## config.mk

```make
export PLATFORM = sky130hd
export DESIGN_NAME = reg_file_flat
export DESIGN_NICKNAME = d
export VERILOG_FILES = /design/src/rtl/cpu_pkg.sv /design/src/rtl/reg_file_if.sv /design/src/rtl/reg_file_read_port.sv /design/src/rtl/reg_file.sv /design/src/flat_wrapper.sv
export SDC_FILE = /design/constraint.sdc
export NUM_CORES = 2
export LEC_CHECK = 0
export CORE_MARGIN = 10
export CORE_UTILIZATION = 50
export DETAILED_ROUTE_END_ITERATION = 8
export PLACE_DENSITY = 0.67
export RECOVER_POWER = 50
export SYNTH_ARGS = -nofsm -noshare
export SYNTH_HDL_FRONTEND = slang
export SYNTH_SLANG_ARGS = --single-unit
```

## constraint.sdc

```tcl
create_clock -name clk -period 3.7 [get_ports clk]
set_clock_uncertainty 0.1 [all_clocks]
set_input_delay 1.11 -clock clk [delete_from_list [all_inputs] [get_ports clk]]
set_output_delay 1.11 -clock clk [all_outputs]
set_load 0.03 [all_outputs]
```

## src/rtl/cpu_pkg.sv

```systemverilog
// rtl/cpu_pkg.sv - shared datapath widths and types for the register file and ALU
package cpu_pkg;
  localparam int DATA_W     = 32;
  localparam int REG_ADDR_W = 5;
  localparam int NUM_REGS   = 2 ** REG_ADDR_W;

  localparam logic [REG_ADDR_W-1:0] REG_ZERO = '0;

  typedef logic [DATA_W-1:0]     data_t;
  typedef logic [REG_ADDR_W-1:0] reg_addr_t;
endpackage

```

## src/rtl/reg_file_if.sv

```systemverilog
// rtl/reg_file_if.sv - register file read/write-back bus; master drives indices and write-back
interface reg_file_if;
  import cpu_pkg::*;

  reg_addr_t rs_addr;
  reg_addr_t rt_addr;
  logic      wr_en;
  reg_addr_t rd_addr;
  data_t     wr_data;
  data_t     rs_data;
  data_t     rt_data;

  modport master (
    output rs_addr, rt_addr, wr_en, rd_addr, wr_data,
    input  rs_data, rt_data
  );

  modport slave (
    input  rs_addr, rt_addr, wr_en, rd_addr, wr_data,
    output rs_data, rt_data
  );
endinterface

```

## src/rtl/reg_file_read_port.sv

```systemverilog
// rtl/reg_file_read_port.sv - one combinational read port: index mux, r0 forcing, write-through
// under REGFILE_BYPASS_EN
module reg_read_port
  import cpu_pkg::*;
(
  input  data_t     mem [NUM_REGS],
  input  reg_addr_t addr,
  input  logic      wr_en,
  input  reg_addr_t rd_addr,
  input  data_t     wr_data,
  input  logic      rst,
  output data_t     data
);

  always_comb begin
    data = mem[addr];
`ifdef REGFILE_BYPASS_EN
    if (wr_en && !rst && (rd_addr == addr)) begin
      data = wr_data;
    end
`endif
    // r0 forcing comes last so it also overrides any bypass
    if (addr == REG_ZERO) begin
      data = '0;
    end
  end

`ifndef REGFILE_BYPASS_EN
  logic unused_bypass_inputs;
  assign unused_bypass_inputs = ^{wr_en, rd_addr, wr_data, rst};
`endif

endmodule

```

## src/rtl/reg_file.sv

```systemverilog
// rtl/reg_file.sv - 32 x 32 integer register file feeding ALU inp1/inp2; r0 hardwired to zero,
// optional write-through selected by REGFILE_BYPASS_EN
module reg_file
  import cpu_pkg::*;
(
  input  logic       clk,
  input  logic       rst,
  reg_file_if.slave  bus
);

  data_t mem [NUM_REGS];
  data_t rs_q;
  data_t rt_q;

  // flops rather than RAM so every entry can clear in one reset cycle
  always_ff @(posedge clk) begin
    if (rst) begin
      for (int i = 0; i < NUM_REGS; i++) begin
        mem[i] <= '0;
      end
    end else if (bus.wr_en && (bus.rd_addr != REG_ZERO)) begin
      mem[bus.rd_addr] <= bus.wr_data;
    end
  end

  reg_read_port u_rs_port (
    .mem     (mem),
    .addr    (bus.rs_addr),
    .wr_en   (bus.wr_en),
    .rd_addr (bus.rd_addr),
    .wr_data (bus.wr_data),
    .rst     (rst),
    .data    (rs_q)
  );

  reg_read_port u_rt_port (
    .mem     (mem),
    .addr    (bus.rt_addr),
    .wr_en   (bus.wr_en),
    .rd_addr (bus.rd_addr),
    .wr_data (bus.wr_data),
    .rst     (rst),
    .data    (rt_q)
  );

  assign bus.rs_data = rs_q;
  assign bus.rt_data = rt_q;

endmodule
```

## src/flat_wrapper.sv

```systemverilog
// flat-port wrapper written by rule: the top's interface ports become plain ports
module reg_file_flat import cpu_pkg::*;
  (clk, rst, bus_rs_addr, bus_rt_addr, bus_wr_en, bus_rd_addr, bus_wr_data, bus_rs_data, bus_rt_data);
  reg_file_if bus_i ();
  input  logic clk;
  input  logic rst;
  input wire logic [$bits(bus_i.rs_addr)-1:0] bus_rs_addr;
  input wire logic [$bits(bus_i.rt_addr)-1:0] bus_rt_addr;
  input wire logic [$bits(bus_i.wr_en)-1:0] bus_wr_en;
  input wire logic [$bits(bus_i.rd_addr)-1:0] bus_rd_addr;
  input wire logic [$bits(bus_i.wr_data)-1:0] bus_wr_data;
  output wire logic [$bits(bus_i.rs_data)-1:0] bus_rs_data;
  output wire logic [$bits(bus_i.rt_data)-1:0] bus_rt_data;
  assign bus_i.rs_addr = bus_rs_addr;
  assign bus_i.rt_addr = bus_rt_addr;
  assign bus_i.wr_en = bus_wr_en;
  assign bus_i.rd_addr = bus_rd_addr;
  assign bus_i.wr_data = bus_wr_data;
  assign bus_rs_data = bus_i.rs_data;
  assign bus_rt_data = bus_i.rt_data;
  reg_file u_core (.clk(clk), .rst(rst), .bus(bus_i));
endmodule
```

Word-level counts from Yosys, hierarchy flattened --
Index checks and enable logic that the tools add are counted.
Storage, ports and cells: bits in registers 1024, output and inout port bits 64
Cells by class: magnitude comparators 4, multiplexer cells 11, bitwise operators 3, reductions and logical operators 5
Operator list (number):
- $bwmux W1024 | 1
- $bmux W32 S5 | 2
- $mux W32 | 7
- $demux W32 S5 | 1
- $ge A6 B6 Y1 const B | 3
- $not A5 Y6 | 3
- $logic_not A5 Y1 | 2
- $lt A6 B1 Y1 const B | 1
- $reduce_bool A5 Y1 | 1
- $logic_and A1 B1 Y1 | 2

Longest topological paths before layout --
depth after elaboration 6, depth in mapped cells 7, mapped depth without buffers 4

Hierarchy --
Synthesis repeated with hierarchy kept, for this count alone.
Unflattened totals: cells, all modules 4760, area total of the unflattened synthesis 55599.6 um^2
Modules (own cells, without submodules):
- reg_file | instances 1, cells an instance 3432, area each 38863.5 um^2, sequential area each 20499.7 um^2
- reg_read_port | instances 2, cells an instance 664, area each 8368.0 um^2, sequential area each 0.0 um^2

Worst setup path before layout --
No wires, ideal clock.
path kind in2out, start in bus_rs_addr[1], end out bus_rs_data[28], arrival time 2917 ps, setup slack -427 ps, stages on the path 7, cells stage by stage buf_6 buf_8 nor2b_2 buf_6 a221oi_1 o21ai_0 a311oi_1
On the way: word-level cells in the longest chain between the ends 5, elaborated cells on any way between the ends 6, classes of those cells mux (4); bitwise (1); reduce/logical (1)
Ends and longest elaborated chain:
- start: declaration | RTL line flat_wrapper.sv:7 | input wire logic [$bits(bus_i.rs_addr)-1:0] bus_rs_addr;
- $not A5 Y6 (not written as such) | RTL line reg_file_read_port.sv:16 | data = mem[addr];
- $bmux W32 S5 | RTL line reg_file_read_port.sv:16
- $mux W32 (not written as such) (2 in a row) | RTL line reg_file_read_port.sv:16
- $mux W32 (*) | RTL line reg_file_read_port.sv:23 | if (addr == REG_ZERO) begin
- end: declaration | RTL line flat_wrapper.sv:12 | output wire logic [$bits(bus_i.rs_data)-1:0] bus_rs_data;
Every way passes the cells marked *; elsewhere a longest branch is shown, timed or not. The select of a mux whose other input is x is not followed.

Worst setup path after layout --
start in bus_rs_addr[2], end out bus_rs_data[1]
The elaborated chain is that of the path after synthesis.

==> flow_metrics.py <==
metrics = {
    "sta": {
        "drv_slew": 91,
        "setup-tns-final_ns": -23.52,
        "period_share_pct": 111,
        "timing.slew.headroom_pct": -13.7,
        "max_freq_ghz": 0.243,
        "worst_slack_ns": -0.420,
        "period_minus_slack_ns": 4.12,
        "rsz0062_at_grt": "yes",
        "setup_viol": 88,
        "final_hold_viol_count": 0,
        "worstMarginPinSlew_ns": 1.71,
    },
    "setup_path": {
        "path_cells": "buf_16, buf_16, buf_4, buf_6, mux2i_1, a221oi_2, o21ai_1, a311oi_4, buf_6",
        "critPathCaptureType": "output pin",
        "critPathSlowestCell": "a311oi_4",
        "cp_max_fo": 7,
        "crit_type": "input pin to output pin",
        "slowest_delay_ns": 0.39,
        "crit_required_ns": 2.49,
        "crit_arrival_ns": 2.91,
        "worst_setup_path_start_kind": "input pin",
    },
    "synthesis": {
        "synth_edf_count": 0,
        "avgSynthCellArea_um2": 8.88,
        "netlist_area_um2": 52000,
        "yosysUniqueCellTypes": 40,
        "synth_cells": 5850,
        "ys_seq_elements": 1024,
        "syn_nets": 5900,
        "ys_seq_area_share_pct": 39.4,
        "synth-main-ff-cell": "dfxtp_1",
        "async_reset_ff_share_pct": 0,
        "yosysWarnings": 0,
    },
    "clock_tree": {
        "cts.sinks": 1024,
        "cts_buffers": 110,
        "clockRootBuffer": "clkbuf_16",
        "h-tree-depth": 3,
        "ctsLongestPathBuffers": 3,
        "clock_latency_ns": 0.72,
        "clk_pin_slew_ns": 0.06,
        "cts_tree": "built",
    },
    "drt": {
        "finalWirelength_um": 221000,
        "ant_nets": 0,
        "viasPerCell": 6.68,
        "avgRoutedWirePerCell_um": 29.1,
        "drt-initial-drc-count": 7970,
        "drcViolationCount": 0,
        "dr.pass1.iters": 7,
        "vias": 50700,
    },
    "cells_and_area": {
        "drive_above_1_share_pct": 29.4,
        "final_common_cell": "nand2_1",
        "area_growth_pct": 29.1,
        "largest_reg_flops": 1024,
        "layout_common_cells": "2022 x nand2_1, 1024 x dfxtp_1, 992 x a21oi_1",
        "fill_cells": 7912,
        "final_cell_area_um2": 67100,
        "largestRegisters": "u_core.mem: 1024 flops",
        "regMostFlops": "u_core.mem",
        "nets": 6173,
    },
    "outcome": {
        "status": "complete, but fails checks",
        "violations": "capacitance limit, slew limit, setup timing",
    },
    "power": {
        "vdd_drop_max_uv": 374,
        "pwr-share-seq_pct": 42.3,
        "total_power_mw": 26.4,
        "p_clk_share_pct": 44.7,
        "sw_frac_of_total_pct": 26.4,
        "intPower_mw": 19.4,
        "powerDensity_nw_per_um2": 393,
        "comb_power_share_pct": 13.0,
        "power.switching_mw": 6.96,
        "p_leak_nw": 22.5,
    },
    "die": {
        "rows": 118,
        "core_area_um2": 103000,
        "start_util_pct": 50.3,
        "io_pins": 114,
        "dieArea_um2": 117000,
        "die_h_um": 342,
        "die_x_um": 342,
    },
    "global_route": {
        "grtUsageTotal_pct": 36.1,
        "grt_pass1_vias": 48100,
        "antenna_found_initial": 2,
        "grt_max_degree": 105,
        "grt_pass1_wl_um": 319000,
        "grt_overflow": 0,
    },
    "placement": {
        "portBuffers": 113,
        "gp_congestion": 0.946,
        "dp_hpwl_um": 132000,
        "dp_slack_ns": -0.655,
        "placed_area_um2": 59500,
    },
    "hold_path": {
        "hold_class": "flip-flop to flip-flop",
    },
    "job": {
        "maxCapViolCount": 2,
    },
}
==> critical path: cells and delay by family <==
kind / cells / cell delay, ns
multiplexers: 1 / 0.13
AO/OA/AOI/OAI: 3 / 0.87
buffers and inverters: 5 / 0.78
==> path summary, 6_finish.rpt <==
kind | startpoint | endpoint | slack [ns] | cells after the start
setup / recovery | bus_rs_addr[2] | bus_rs_data[1] | -0.42 | 9
hold / removal | u_core.mem[325] | u_core.mem[325] | 0.36 | 2
setup reg to reg | u_core.mem[754] | u_core.mem[754] | 2.82 | 2
hold reg to reg | u_core.mem[325] | u_core.mem[325] | 0.36 | 2
==> per-layer routing <==
metal	vias up	global-route usage (%)	wire length (um)
met2	3960	52.2	94100
li1	21100	-	-
met1	24700	46.2	78700
met4	0	21.2	14700
met5	-	0	0
met3	958	13.0	33700
==> through the flow <==
step                      util [%]  instances  hold slack [ns]
after floorplan                  -       5850            0.343
after global placement        57.6       7276            0.349
after detailed placement      57.6       7276            0.356
after CTS                     64.6       7559            0.364
after global routing          64.9       7594            0.382
final                         64.9       7597            0.364
==> cell families (layout without fill, tap and decap cells) <==
| logic type | count (synthesis) | after routing | share of synthesized area (%) |
|---|---|---|---|
| buffers and inverters | 611 | 974 | 5.75 |
| multiplexers | 640 | 640 | 23.3 |
| AND/OR/NAND/NOR | 2215 | 2215 | 16.9 |
| flip-flops | 1024 | 1024 | 39.4 |
| other | 0 | 4 | 0 |
| AO/OA/AOI/OAI | 1360 | 1360 | 14.7 |
==> timing repair <==
action,CTS,global route
cloned,34,5
pin swaps,99,62
gates resized for setup,436,93
setup endpoints to repair,64,64
hold buffers,0,0
buffers inserted,52,36
==> cell type report <==
| type | instances | area (um^2) | share of cell area, % |
|---|---|---|---|
| Sequential cell | 1024 | 20500 | 30.6 |
| Clock inverter | 50 | 604 | 0.901 |
| Timing Repair Buffer | 770 | 9220 | 13.7 |
| Clock buffer | 152 | 3220 | 4.79 |
| Antenna cell | 4 | 10.0 | 0.0149 |
| Multi-Input combinational cell | 4215 | 31800 | 47.4 |
| Tap cell | 1380 | 1730 | 2.57 |
| Inverter | 2 | 13.8 | 0.0205 |
==> Yosys cell counts (all sizes together) (5+ instances only) <==
| cell | instances | share of area, % |
|---|---|---|
| o2111ai | 16 | 0.27 |
| and2 | 5 | 0.060 |
| mux2 | 64 | 1.4 |
| and3b | 5 | 0.084 |
| mux2i | 128 | 2.5 |
| nor2b | 100 | 1.2 |
| dfxtp | 1024 | 39 |
| buf | 250 | 3.1 |
| nand2 | 2047 | 15 |
| a221oi | 48 | 0.82 |
| o21ai | 112 | 1.1 |
| a22oi | 64 | 0.92 |
| nand3b | 5 | 0.072 |
| nor2 | 34 | 0.40 |
| clkbuf | 359 | 2.6 |
| a21oi | 992 | 9.6 |
| a311oi | 64 | 1.1 |
| a211oi | 64 | 0.92 |
| mux4 | 448 | 19 |
==> power by group through the flow <==
| stage | Sequential, mW | Combinational, mW | Clock [mW] |
|---|---|---|---|
| floorplan | 11.4 | 1.65 | 0 |
| global placement | 11.4 | 2.80 | 0 |
| detailed placement | 11.4 | 2.82 | 0 |
| CTS | 11.2 | 3.28 | 11.7 |
| global route | 11.2 | 3.49 | 12.2 |
| finish | 11.2 | 3.43 | 11.8 |
Note: power is estimated with default switching activity, not from simulation.
